--- src/rtl/binary_to_bcd_if.sv ---
// Start/busy/done handshake bundle for the binary_to_bcd converter.
// The ovf signal exists only when BIN2BCD_OVF_EN is defined.
interface binary_to_bcd_if #(
    parameter int BIN_W  = 8,
    parameter int DIGITS = 3
);
    logic                  start;
    logic [BIN_W-1:0]      bin_in;
    logic                  busy;
    logic                  done;
    logic [4*DIGITS-1:0]   bcd_out;
`ifdef BIN2BCD_OVF_EN
    logic                  ovf;

    modport master (output start, output bin_in,
                    input  busy, input done, input bcd_out, input ovf);
    modport slave  (input  start, input bin_in,
                    output busy, output done, output bcd_out, output ovf);
`else
    modport master (output start, output bin_in,
                    input  busy, input done, input bcd_out);
    modport slave  (input  start, input bin_in,
                    output busy, output done, output bcd_out);
`endif
endinterface

--- src/rtl/binary_to_bcd.sv ---
// Sequential double-dabble binary-to-packed-BCD converter, one operand at a time.
// Optional macro BIN2BCD_OVF_EN adds a sticky overflow flag for truncated results.
module binary_to_bcd #(
    parameter int BIN_W  = 8,
    parameter int DIGITS = 3
) (
    input  logic            clk,
    input  logic            rst,
    binary_to_bcd_if.slave  bus
);
    localparam int BCD_W = 4 * DIGITS;
    localparam int CNT_W = $clog2(BIN_W + 1);

    typedef enum logic [1:0] {S_IDLE, S_SHIFT, S_DONE} state_t;

    state_t             r_state,   w_state_next;
    logic [BIN_W-1:0]   r_shift,   w_shift_next;
    logic [BCD_W-1:0]   r_scratch, w_scratch_next;
    logic [CNT_W-1:0]   r_cnt,     w_cnt_next;
    logic               r_busy,    w_busy_next;
    logic               r_done,    w_done_next;
    logic [BCD_W-1:0]   r_bcd,     w_bcd_next;
`ifdef BIN2BCD_OVF_EN
    logic               r_sticky,  w_sticky_next;
    logic               r_ovf,     w_ovf_next;
`endif

    logic [BCD_W-1:0]       w_adj;
    logic [BCD_W+BIN_W-1:0] w_cat;

    // Per-digit add-3 correction; digits never carry into each other.
    genvar gi;
    generate
        for (gi = 0; gi < DIGITS; gi++) begin : g_digit
            assign w_adj[gi*4 +: 4] = (r_scratch[gi*4 +: 4] >= 4'd5)
                                      ? r_scratch[gi*4 +: 4] + 4'd3
                                      : r_scratch[gi*4 +: 4];
        end
    endgenerate

    assign w_cat = {w_adj, r_shift} << 1;

    always_ff @(posedge clk or posedge rst) begin
        if (rst) begin
            r_state   <= S_IDLE;
            r_shift   <= '0;
            r_scratch <= '0;
            r_cnt     <= '0;
            r_busy    <= 1'b0;
            r_done    <= 1'b0;
            r_bcd     <= '0;
`ifdef BIN2BCD_OVF_EN
            r_sticky  <= 1'b0;
            r_ovf     <= 1'b0;
`endif
        end else begin
            r_state   <= w_state_next;
            r_shift   <= w_shift_next;
            r_scratch <= w_scratch_next;
            r_cnt     <= w_cnt_next;
            r_busy    <= w_busy_next;
            r_done    <= w_done_next;
            r_bcd     <= w_bcd_next;
`ifdef BIN2BCD_OVF_EN
            r_sticky  <= w_sticky_next;
            r_ovf     <= w_ovf_next;
`endif
        end
    end

    always_comb begin
        w_state_next   = r_state;
        w_shift_next   = r_shift;
        w_scratch_next = r_scratch;
        w_cnt_next     = r_cnt;
        w_busy_next    = r_busy;
        w_done_next    = 1'b0;
        w_bcd_next     = r_bcd;
`ifdef BIN2BCD_OVF_EN
        w_sticky_next  = r_sticky;
        w_ovf_next     = r_ovf;
`endif
        case (r_state)
            S_IDLE: begin
                if (bus.start) begin
                    w_shift_next   = bus.bin_in;
                    w_scratch_next = '0;
                    w_cnt_next     = CNT_W'(BIN_W);
                    w_busy_next    = 1'b1;
`ifdef BIN2BCD_OVF_EN
                    w_sticky_next  = 1'b0;
`endif
                    w_state_next   = S_SHIFT;
                end
            end
            S_SHIFT: begin
                w_scratch_next = w_cat[BIN_W +: BCD_W];
                w_shift_next   = w_cat[BIN_W-1:0];
                w_cnt_next     = r_cnt - CNT_W'(1);
`ifdef BIN2BCD_OVF_EN
                // Bit leaving the top digit means the value did not fit.
                w_sticky_next  = r_sticky | w_adj[BCD_W-1];
`endif
                if (r_cnt == CNT_W'(1)) begin
                    w_state_next = S_DONE;
                end
            end
            S_DONE: begin
                w_bcd_next   = r_scratch;
`ifdef BIN2BCD_OVF_EN
                w_ovf_next   = r_sticky;
`endif
                w_done_next  = 1'b1;
                w_busy_next  = 1'b0;
                w_state_next = S_IDLE;
            end
            default: begin
                w_state_next = S_IDLE;
            end
        endcase
    end

    assign bus.busy    = r_busy;
    assign bus.done    = r_done;
    assign bus.bcd_out = r_bcd;
`ifdef BIN2BCD_OVF_EN
    assign bus.ovf     = r_ovf;
`endif
endmodule
--- src/flat_wrapper.sv ---
// flat-port wrapper written by rule: the top's interface ports become plain ports
module binary_to_bcd_flat 
#(
    parameter int BIN_W  = 8,
    parameter int DIGITS = 3
)
  (clk, rst, bus_start, bus_bin_in, bus_busy, bus_done, bus_bcd_out);
  binary_to_bcd_if #(.BIN_W(BIN_W), .DIGITS(DIGITS)) bus_i ();
  input  logic clk;
  input  logic rst;
  input wire logic [$bits(bus_i.start)-1:0] bus_start;
  input wire logic [$bits(bus_i.bin_in)-1:0] bus_bin_in;
  output wire logic [$bits(bus_i.busy)-1:0] bus_busy;
  output wire logic [$bits(bus_i.done)-1:0] bus_done;
  output wire logic [$bits(bus_i.bcd_out)-1:0] bus_bcd_out;
  assign bus_i.start = bus_start;
  assign bus_i.bin_in = bus_bin_in;
  assign bus_busy = bus_i.busy;
  assign bus_done = bus_i.done;
  assign bus_bcd_out = bus_i.bcd_out;
  binary_to_bcd #(.BIN_W(BIN_W), .DIGITS(DIGITS)) u_core (.clk(clk), .rst(rst), .bus(bus_i));
endmodule
--- config.mk ---
export PLATFORM = sky130hd
export DESIGN_NAME = binary_to_bcd_flat
export DESIGN_NICKNAME = d
export VERILOG_FILES = /design/src/rtl/binary_to_bcd_if.sv /design/src/rtl/binary_to_bcd.sv /design/src/flat_wrapper.sv
export SDC_FILE = /design/constraint.sdc
export NUM_CORES = 1
export LEC_CHECK = 0
export ABC_AREA = 0
export CAP_MARGIN = 20
export CORE_ASPECT_RATIO = 1.5
export CORE_MARGIN = 2
export CORE_UTILIZATION = 51
export DETAILED_ROUTE_END_ITERATION = 10
export PLACE_DENSITY = 0.83
export SKIP_CTS_REPAIR_TIMING = 1
export SLEW_MARGIN = 20
export SYNTH_ARGS = -nofsm -noshare
export SYNTH_HDL_FRONTEND = slang
export SYNTH_SLANG_ARGS = --single-unit
--- constraint.sdc ---
create_clock -name clk -period 3.15 [get_ports clk]
set_input_delay 0.4725 -clock clk [delete_from_list [all_inputs] [get_ports clk]]
set_output_delay 0.4725 -clock clk [all_outputs]
set_load 0.05 [all_outputs]
# == Yosys cells after proc, flatten, opt, wreduce, memory -nomap -nowiden ==
# Index checks and enable logic that the tools add are counted.
# totals
register_bits,40
output_inout_bits,14
wordCells,40
input_bits,11
# op_classes
reduce_logical,6
order_cmp,3
n_mux,15
n_eq_ne,5
add_sub_neg,4
# ops
op,n
12-bit one-hot mux with 2 select lines,1
8-bit one-hot mux with 2 select lines,1
4-bit by 3-bit >= comparator with 1-bit output (second input constant),3
12-bit 2-to-1 mux,1
4-bit 2-to-1 mux,3
4-bit by 2-bit adder with 4-bit output (second input constant),2
8-bit 2-to-1 mux,1
4-bit one-hot mux with 2 select lines,1
2-bit AND reduction,3
4-bit by 1-bit == test with 1-bit output (second input constant),1
2-bit 2-to-1 mux,2
2-bit one-hot mux with 2 select lines,1
2-bit nonzero test,2
4-bit by 1-bit subtractor with 4-bit output (second input constant),1
3-bit by 2-bit adder with 3-bit output (second input constant),1
3-bit 2-to-1 mux,1
2-bit by 1-bit == test with 1-bit output (second input constant),1
2-bit == test (second input constant),1
2-bit zero test,1
1-bit 2-to-1 mux,2
2-bit by 1-bit inequality test with 1-bit output (second input constant),1
2-bit inequality test (second input constant),1
1-bit one-hot mux with 2 select lines,1

# == Longest topological paths before layout ==
# logic_depth
ltp_word,3
depth_mapped,5
mapped_depth_nobuf,5

# == Least setup slack after synthesis ==
# No wires, ideal clock.
# synth_path
path_kind,flip-flop to flip-flop
start,register u_core.r_scratch[4]
end,register u_core.r_scratch[8]
synth_period_minus_slack_ns,1.307
path_slack_ns,1.843
t_arrival_ns,1.211
stages_incl_launch_ff,6
path_buffers,0
cell_sequence,dfrtp_1 > inv_1 > ha_1 > nor2b_1 > o21a_1 > o31ai_1
# synth_between
elab_chain_cells,3
elab_cells_between_ends,4
# synth_lines
element,line_no,text
start: declaration,binary_to_bcd.sv:18,"logic [BCD_W-1:0] r_scratch, w_scratch_next;"
start signal: assignment,binary_to_bcd.sv:59,r_scratch <= w_scratch_next;
4-bit by 2-bit adder with 4-bit output / 4-bit by 3-bit >= comparator with 1-bit output (equally long branches),"binary_to_bcd.sv:36, binary_to_bcd.sv:35",
4-bit 2-to-1 mux *,binary_to_bcd.sv:36,? r_scratch[gi*4 +: 4] + 4'd3
12-bit one-hot mux with 2 select lines *,binary_to_bcd.sv:83,case (r_state)
# Mark *: on every way between the ends. The rest lies on a longest branch, timed or not.
# A chain may end at the register's enable or synchronous reset.

# == Worst setup path in the final report ==
# layout_path
start,register u_core.r_state[0]
end,"register u_core.r_bcd[1], in the netlist u_core.bus.bcd_out[1]"
# layout_between
elab_chain_cells,1
# layout_lines
element,line_no,text
start: declaration,binary_to_bcd.sv:16,"state_t r_state, w_state_next;"
start signal: assignment,binary_to_bcd.sv:57,r_state <= w_state_next;
2-bit == test,binary_to_bcd.sv:83,
end signal: assignment,binary_to_bcd.sv:63,r_bcd <= w_bcd_next;
end: declaration,binary_to_bcd.sv:22,"logic [BCD_W-1:0] r_bcd, w_bcd_next;"
# No other way between the ends.

==> results.json <==
{
  "cts_tree": "yes",
  "nNetsFinal": 243,
  "fin_crit_ns": 2.042,
  "final_cell_mix": "40 x dfrtp_1, 34 x nand2_1, 24 x clkdlybuf4s50_1, 17 x inv_1, 12 x o21ai_0",
  "tightestPinTransition_ns": 0.9659,
  "p_leak_nw": 1.099,
  "initial_utilization_pct": 52.77,
  "grt_pass1_wl_mm": 5.996,
  "fillers": 319,
  "syn_area_per_cell_um2": 10.36,
  "startpoint": "u_core.r_state[0]",
  "setup_tns_ns": 0,
  "antenna_found_initial": 0,
  "syn_nets": 217,
  "setup_viol": 0,
  "period_share_pct": 64.83,
  "cts_root_buf": "clkbuf_8",
  "endpoint_kind": "flop",
  "path_class": "reg -> reg",
  "layout-drive-gt1-share_pct": 12.05,
  "layout-area-overhead-vs-synth_pct": 16.52,
  "ys_types": 33,
  "routabilityCongestion": 0.8566,
  "first_iter_violations": 30,
  "wl_met3_um": 118,
  "min_path_type": "reg -> reg",
  "r2r-start": "u_core.r_state[0]",
  "wl_mm": 3.510,
  "port_buffers": 24,
  "dieArea_um2": 4557,
  "ir_worst_vdd_uv": 600.7,
  "dr_wl_met2_mm": 1.747,
  "mostFrequentLayoutCell": "dfrtp_1",
  "met1_length_mm": 1.576,
  "fmax_mhz": 489.7,
  "route.vias.total": 1462,
  "hold_viol": 0,
  "clock-skew-final_ns": 0.004884,
  "grt.overflow.total": 0,
  "register_area_um2": 1001,
  "rows": 28,
  "track_usage_pct": 16.86,
  "grt_pass1_vias": 1362,
  "multi_input_area_um2": 903.4,
  "fin_util_pct": 61.49,
  "synthesis.area_um2": 2052,
  "cts_buffers": 5,
  "grt_max_degree": 41,
  "diodes": 0,
  "clock_path_buffers": 2,
  "dr.pass1.iters": 4,
  "worstPathArrival_ns": 2.22,
  "path_max_fanout": 24,
  "die_w_um": 55.79,
  "clock_latency_ns": 0.29,
  "seq_area_frac_synth_pct": 48.78,
  "slew_violations": 0,
  "required_ns": 3.33,
  "power-per-cell-area_nw_per_um2": 991.9,
  "drt-vias-per-instance": 5.435,
  "clk_pin_slew_ns": 0.07,
  "postSynthCellCount": 198,
  "clock-sinks": 40,
  "ys_warn_count": 0,
  "ant_nets": 0,
  "dr.max_layer_used": "met4",
  "ioPinCount": 25,
  "min_from": "u_core.bus.bcd_out[6]",
  "drc": 0,
  "synth-seq-cells": 40,
  "wire_per_inst_um": 13.05,
  "rsz0062_at_grt": "false",
  "core_area_um2": 3889,
  "startpoint_type": "flop",
  "fp.dieH_um": 81.69,
  "run_status": "completed",
  "slew_headroom_pct": 35.60,
  "cts_max_level": 2,
  "dp_hpwl_mm": 2.466,
  "max_cap_viol_count": 0
}
-- final timing paths --
path	end	slack (ns)	depth (start not counted)
worst max register to register	u_core.bus.bcd_out[1]	1.11	3
worst min register to register	u_core.bus.bcd_out[6]	0.48	2
max in group asynchronous	u_core.r_state[0]	2.21	3
worst max-delay path	u_core.bus.bcd_out[1]	1.11	3
min in group asynchronous	u_core.bus.busy	0.59	3
worst min-delay path	u_core.bus.bcd_out[6]	0.48	2
-- power breakdown --
| part | switching, W | internal, W |
|---|---|---|
| Clock | 0.000168 | 0.000195 |
| Combinational | 0.000671 | 0.000458 |
| Sequential | 0.000169 | 0.000711 |
-- routing by layer --
| layer | up-vias | global-route usage, % |
|---|---|---|
| met5 | - | 0 |
| met4 | 0 | 7.561 |
| met3 | 9 | 4.094 |
| met2 | 29 | 29.88 |
| met1 | 691 | 19.31 |
| li1 | 733 | - |
-- final cells by class --
class / instances / share of cell area, %
clock buffers: 7 / 4.029
flip-flops and latches: 40 / 41.86
well taps: 45 / 2.355
inverters: 17 / 2.669
repair buffers: 28 / 11.30
multi-input cells: 132 / 37.78
-- critical path, stage by stage (launching register included) --
cell	delay, ns
dfrtp_1	0.80
nand2b_1	0.84
buf_4	0.25
o21ai_2	0.05
-- per-stage QoR --
stage / area [um2] / power [W] / setup slack [ns] / cells / hold WS [ns]
after floorplan: 2052 / 0.001757 / 1.760 / 198 / 0.4489
after global placement: 2295 / 0.001984 / 1.126 / 262 / 0.4602
after detailed placement: 2295 / 0.002022 / 1.114 / 262 / 0.4663
after CTS: 2391 / 0.002389 / 1.108 / 269 / 0.4826
after global routing: 2391 / 0.002543 / 0.8664 / 269 / 0.5047
final: 2391 / 0.002372 / 1.108 / 269 / 0.4772
-- state kept, by name (all words and copies together) (netlist names) --
signal              count
u_core.bus.bcd_out     12
u_core.r_shift          8
u_core.bus.done         1
u_core.r_scratch       12
u_core.bus.busy         1
u_core.r_cnt            4
u_core.r_state          2
-- logic make-up after synthesis --
family	count (synthesis)	share of synthesized area, %
compound gates	60	22.38
buf+inv	26	7.195
fa+ha+maj	8	4.878
mux	2	0.9756
flops	40	48.78
xor+xnor	2	0.8538
simple gates	60	14.94
-- cell usage after synthesis --
master	count	area [um2]
a21oi_1	6	30.03
a22o_1	5	43.79
a22oi_1	2	15.01
a2bb2oi_1	1	8.760
a31oi_1	1	6.260
and2b_1	1	7.510
and3_1	1	6.260
and3b_1	5	43.79
buf_2	1	5.000
buf_4	3	22.52
buf_6	5	56.30
dfrtp_1	40	1001
ha_1	8	100.1
inv_1	17	63.81
mux2i_1	2	20.02
nand2_1	34	127.6
nand2b_1	7	43.79
nand3b_1	3	22.52
nor2_1	3	11.26
nor2b_1	4	25.02
nor2b_4	1	13.76
nor3_1	1	5.000
o2111ai_1	5	43.79
o2111ai_2	1	15.01
o211ai_1	3	22.52
o211ai_2	3	37.54
o21a_1	3	22.52
o21ai_0	12	60.06
o21ai_1	2	10.01
o21ai_2	10	87.58
o21bai_4	1	18.77
o31ai_1	5	37.54
xnor2_1	2	17.52
Power figures use the tool's default switching activity.
==> patch 1: new RTL, config.mk and constraints unchanged <==
`DIGITS` is set to 3 in 3 places; all go to 2.
--- a/src/rtl/binary_to_bcd_if.sv
+++ b/src/rtl/binary_to_bcd_if.sv
@@ -2,7 +2,7 @@
 // The ovf signal exists only when BIN2BCD_OVF_EN is defined.
 interface binary_to_bcd_if #(
     parameter int BIN_W  = 8,
-    parameter int DIGITS = 3
+    parameter int DIGITS = 2
 );
     logic                  start;
     logic [BIN_W-1:0]      bin_in;
--- a/src/rtl/binary_to_bcd.sv
+++ b/src/rtl/binary_to_bcd.sv
@@ -2,7 +2,7 @@
 // Optional macro BIN2BCD_OVF_EN adds a sticky overflow flag for truncated results.
 module binary_to_bcd #(
     parameter int BIN_W  = 8,
-    parameter int DIGITS = 3
+    parameter int DIGITS = 2
 ) (
     input  logic            clk,
     input  logic            rst,
--- a/src/flat_wrapper.sv
+++ b/src/flat_wrapper.sv
@@ -2,7 +2,7 @@
 module binary_to_bcd_flat 
 #(
     parameter int BIN_W  = 8,
-    parameter int DIGITS = 3
+    parameter int DIGITS = 2
 )
   (clk, rst, bus_start, bus_bin_in, bus_busy, bus_done, bus_bcd_out);
   binary_to_bcd_if #(.BIN_W(BIN_W), .DIGITS(DIGITS)) bus_i ();
Ports: changed (resized bus_bcd_out); port bits go from 25 to 21. The function was not compared with the original's and may differ.
==> patch 1 against the original RTL <==
- non-clock buffer count is 6 lower
- power is 23% lower
- design area is 26% lower
- synthesized area is 29% lower
- routed wire length is 20% lower
- sequential cell count is 8 lower
- maximum frequency is 6.9% higher
- worst setup slack better by 130 ps
==> patch 1: results (changes against the original RTL) <==
| Metric | Value |
|---|---|
| First-pass GRT wire length | 4.68 mm (-22%) |
| Top cells by area, synth | dfrtp_1 (55%), mux2_2 (6.2%), ha_1 (5.2%) |
| Slowest stage delay, CP | 800 ps (-40 ps) |
| CTS root buffer | clkbuf_8 |
| CP max FO | 2 (-92%) |
| Clk_lat worst skew | around 280 ps |
| Post-synth net total | 154 (-29%) |
| H-tree depth | 2 (unchanged) |
| Clk buf depth | 2 (unchanged) |
| Layout cell share with drive strength beyond 1 | 0.111 (-0.00942) |
| Port Buffers | 20 (-17%) |
| Layout Nets | 178 (-27%) |
| CP arrival | 1440 ps (-780 ps) |
| Status | finished clean |
| Dpl cell area | 1690 sq um (-26%) |
| CP max-delay cell | clkdlybuf4s50_1 |
| DRT iter0 DRCs | 30 (unchanged) |
| Post-synthesis cell type count | 26 (-21%) |
| Ys flop type | dfrtp_1 |
| Sequential cell area fraction in the yosys report | 0.549 (+0.0616) |
| Initial antenna violation count | 0 (unchanged) |
| Fin util | 0.657 (+0.0419) |
| Largest net degree at the start of global routing | 33 (-20%) |
| Tot GR Track Use | 0.202 (+0.0331) |
| CTS Buf Count | 5 (unchanged) |
| HP Class | reg2reg |
| DR pass1 iterations | 4 (unchanged) |
| FILL cells | 223 (-30%) |
| Clk slew on worst S/H paths | roughly 60 ps |
| Total number of vias | 1,090 (-25%) |
| Post-DP HPWL | 1.99 mm (-19%) |
| Synth Warn # | 0 (unchanged) |
| N_diodes | 0 (unchanged) |
| Slew HR | 0.370 (+0.0136) |
| Commonest cells in the netlist | dfrtp_1 (32), nand2_1 (16), nor2_1 (12) |
| Worst Skew | 3.67 ps (-1.21 ps) |
| Vias in the first global route | 1,154 (-15%) |
| Leak Pwr | 0.000818 uW (-26%) |
| FFs w/ async S/R, synth | 1.00 (unchanged) |
| Max Transition Viols Final | 0 (unchanged) |
| Gp weighted congestion | 0.790 (-7.8%) |
| Wire per inst | 14.0 um (+7.6%) |
| Cell family with most CP delay | buffers and inverters |
| VDD IR-drop max | 0.562 mV (-6.4%) |
patch 1: changes by cell type in the layout (fill, tap and decap cells not counted), moves of 6 or more:
cell,unedited run,this run
dfrtp_1,40,32
mux2_2,0,8
nand2_1,34,16
nor2_1,3,12
inv_1,17,8
o21ai_2,10,0
a31oi_1,1,7
patch 1: per-layer routing:
layer / vias to the layer above / part of all wire / GRT usage
met5: - / 0 / 0
met4: 0 / 0.027 / 0.126
met3: 9 / 0.050 / 0.0755
met2: 26 / 0.54 / 0.332
met1: 530 / 0.38 / 0.197
li1: 525 / - / -
patch 1: metrics by stage:
step | setup WS [ps] | cells
global route | 1200 | 199
detailed placement | 1290 | 191
global placement | 1350 | 191
finish | 1240 | 199
floorplan | 1790 | 137
CTS | 1230 | 199
patch 1: path summary, 6_finish.rpt:
check | to | slack [ps] | cells after the start | startpoint
hold / removal | u_core.bus.bcd_out[7]$_DFFE_PP0P_ | 500 | 1 | u_core.bus.bcd_out[7]$_DFFE_PP0P_
max in group asynchronous | u_core.r_state[1]$_DFFE_PP0P_ | 2290 | 3 | rst
min in group asynchronous | u_core.bus.bcd_out[3]$_DFFE_PP0P_ | 570 | 3 | rst
hold reg to reg | u_core.bus.bcd_out[7]$_DFFE_PP0P_ | 500 | 1 | u_core.bus.bcd_out[7]$_DFFE_PP0P_
setup / recovery | bus_busy | 1240 | 1 | u_core.bus.busy$_DFFE_PP0P_
setup reg to reg | u_core.bus.bcd_out[0]$_DFFE_PP0P_ | 1350 | 2 | u_core.r_state[1]$_DFFE_PP0P_
patch 1: kinds of logic (layout without fill, tap and decap cells):
logic type,count (synthesis),count (layout),share of synthesized area
AND/OR/NAND/NOR,41,41,0.129
multiplexers,10,10,0.0755
buffers and inverters,13,38,0.0429
AO/OA/AOI/OAI,33,33,0.140
flip-flops,32,32,0.549
XOR/XNOR,2,2,0.0120
adder cells (fa/ha/maj),6,6,0.0515
patch 1: power breakdown:
group | internal [uW] | leakage (uW) | total, uW | switching, uW
registers | 579 | 0.000403 | 702 | 122
logic | 335 | 0.000369 | 812 | 477
clock network | 178 | 0.0000455 | 318 | 140
total | 1090 | 0.000818 | 1830 | 739
patch 1: layout make-up:
cell class	count	area share
timing repair buffer	22	0.121
clock buffer	8	0.0507
multi-input combinational	92	0.335
tap	37	0.0261
sequential	32	0.451
inverter	8	0.0169
==> patch 2: new RTL, config.mk and constraints unchanged <==
Made on the original files. Take the reset off `r_shift` and load it in a clocked block of its own.
--- a/src/rtl/binary_to_bcd.sv
+++ b/src/rtl/binary_to_bcd.sv
@@ -43,7 +43,6 @@
     always_ff @(posedge clk or posedge rst) begin
         if (rst) begin
             r_state   <= S_IDLE;
-            r_shift   <= '0;
             r_scratch <= '0;
             r_cnt     <= '0;
             r_busy    <= 1'b0;
@@ -55,7 +54,6 @@
 `endif
         end else begin
             r_state   <= w_state_next;
-            r_shift   <= w_shift_next;
             r_scratch <= w_scratch_next;
             r_cnt     <= w_cnt_next;
             r_busy    <= w_busy_next;
@@ -66,6 +64,10 @@
             r_ovf     <= w_ovf_next;
 `endif
         end
+    end
+
+    always_ff @(posedge clk) begin
+        r_shift <= w_shift_next;
     end
 
     always_comb begin
Function: same outputs for any inputs over 10 cycles, from zero or initial values and one cycle with rst high; that may be too few to reach the edited logic, so the function may still have changed.
==> patch 2 against the original RTL <==
- count of clock-buffer cells in the layout stayed put
- worst setup slack better by 120 ps
- power is 6.1% higher
- synthesized area down 11%
- routed wire length fell by 7.0%
- design area fell by 8.7%
- sequential cell count unchanged
==> patch 2: results (changes against the original RTL) <==
| Metric | Value |
|---|---|
| Status | finished clean |
| Post-synth top area share | 0.439 (-0.0485) |
| Mux contribution to synthesized area | 0.0220 (+0.0122) |
| Reg2reg end | u_core.r_shift[6]$_DFFE_PP_ |
| Synth Warn # | 0 (unchanged) |
| Initial antenna violation count | 0 (unchanged) |
| Worst Hold Launch | u_core.r_shift[7]$_DFFE_PP_ |
| Total number of vias | 1,324 (-9.4%) |
| Number of synthesized flops with an enable pin | 8 (+8) |
| DR pass1 iterations | 4 (unchanged) |
| Critical Path End | bus_bcd_out[2] |
| Clk_lat worst skew | 290 ps (about the same) |
| Post-Synth XOR/XNOR Area | 0.0192 (+0.0107) |
| Ys flop type | dfrtp_1 |
| VDD IR-drop max | 0.572 mV (-4.8%) |
| Worst Skew | 4.87 ps (-0.0140 ps) |
| Cell family with most CP delay | buffers and inverters |
| CP arrival | 1450 ps (-770 ps) |
| Tot GR Track Use | 0.196 (+0.0275) |
| N_diodes | 0 (unchanged) |
| FFs w/ async S/R, synth | 0.800 (-0.200) |
| Commonest cells in the netlist | nand2_1 (54), dfrtp_1 (32), nor2_1 (11), inv_1 (10), o21ai_0 (10) |
| H-tree depth | 2 (unchanged) |
| Gp weighted congestion | 0.818 (-4.5%) |
| Adder-cell share of the synthesized area | 0.0549 (+0.00613) |
| Synth Area in Compound Gates | 0.113 (-0.111) |
| Hold EP | u_core.r_scratch[0]$_DFFE_PP0P_ |
| Post-synth net total | 202 (-6.9%) |
| Layout Nets | 229 (-5.8%) |
| CTS Buf Count | 5 (unchanged) |
| Top cells by area, synth | dfrtp_1 (44%), edfxtp_1 (13%), nand2_1 (11%) |
| CP max FO | 2 (-92%) |
| DRT iter0 DRCs | 24 (-20%) |
| Post-synthesis cell type count | 31 (-6.1%) |
| HP Class | reg2reg |
| Slowest stage delay, CP | 810 ps (-30 ps) |
| CTS root buffer | clkbuf_8 |
| Vias in the first global route | 1,357 (-0.37%) |
| Layout cell share with drive strength beyond 1 | 0.0619 (-0.0586) |
| Reg2Reg Setup Slack | 1560 ps (+450 ps) |
| Crit Reg-Reg Startpoint | u_core.r_state[0]$_DFFE_PP0P_ |
| Critical Path Start | u_core.bus.bcd_out[2]$_DFFE_PP0P_ |
| Wire per inst | 13.0 um (-0.74%) |
| Clk slew on worst S/H paths | 70 ps (about the same) |
| Largest family of logic cells by synthesized area | simple AND/OR/NAND/NOR gates |
| Sequential cell area fraction in the yosys report | 0.571 (+0.0832) |
| Leak Pwr | 0.00103 uW (-6.0%) |
| Worst reg-to-reg path cell count | 4 (+1) |
| Slew @ Worst Pin | 780 ps (-186 ps) |
| Clk buf depth | 2 (unchanged) |
| Port Buffers | 24 (unchanged) |
| Post-DP HPWL | 2.23 mm (-9.5%) |
| First-pass GRT wire length | 5.91 mm (-1.4%) |
| CP max-delay cell | clkdlybuf4s50_1 |
| Hold depth | 2 (unchanged) |
| Largest net degree at the start of global routing | 33 (-20%) |
-- patch 2: cell count changes after synthesis, sizes merged, moves of 6 or more --
cell / delta
o2111ai: -6
nor2: +8
dfrtp: -8
o21ai: -9
nand2: +21
o211ai: -6
edfxtp: +8
inv: -6
-- patch 2: layout make-up --
type                       instances  area (sq um)
sequential                        40          1040
multi-input combinational        126           696
tap                               42          52.6
inverter                          12          50.0
clock buffer                       7          96.3
timing repair buffer              25           248
fill                             313          1230
-- patch 2: logic make-up (layout without fill, tap and decap cells) --
| group | after synthesis | count (layout) |
|---|---|---|
| xor+xnor | 4 | 4 |
| buf+inv | 17 | 44 |
| flops | 40 | 40 |
| mux | 4 | 4 |
| simple gates | 76 | 76 |
| compound gates | 34 | 34 |
| fa+ha+maj | 8 | 8 |
-- patch 2: stage by stage --
| step | cell area (sq um) | setup slack, ps | std cells | hold slack [ps] |
|---|---|---|---|---|
| after floorplan | 1820 | 1780 | 183 | 432 |
| after global placement | 2090 | 1270 | 245 | 435 |
| after detailed placement | 2090 | 1240 | 245 | 454 |
| after CTS | 2180 | 1210 | 252 | 466 |
| after global routing | 2180 | 1170 | 252 | 488 |
| final | 2180 | 1230 | 252 | 459 |
-- patch 2: report_power, final --
group | internal, uW | switching, uW | leakage, uW
Clock | 195 | 163 | 0.0000503
Sequential | 796 | 159 | 0.000497
Combinational | 452 | 752 | 0.000486
-- patch 2: per-layer routing --
layer	vias up	GRT usage	routed length [um]
met5	-	0	0
met1	636	0.221	1340
met2	26	0.339	1760
met3	4	0.0467	110
met4	0	0.0846	53
li1	658	-	-
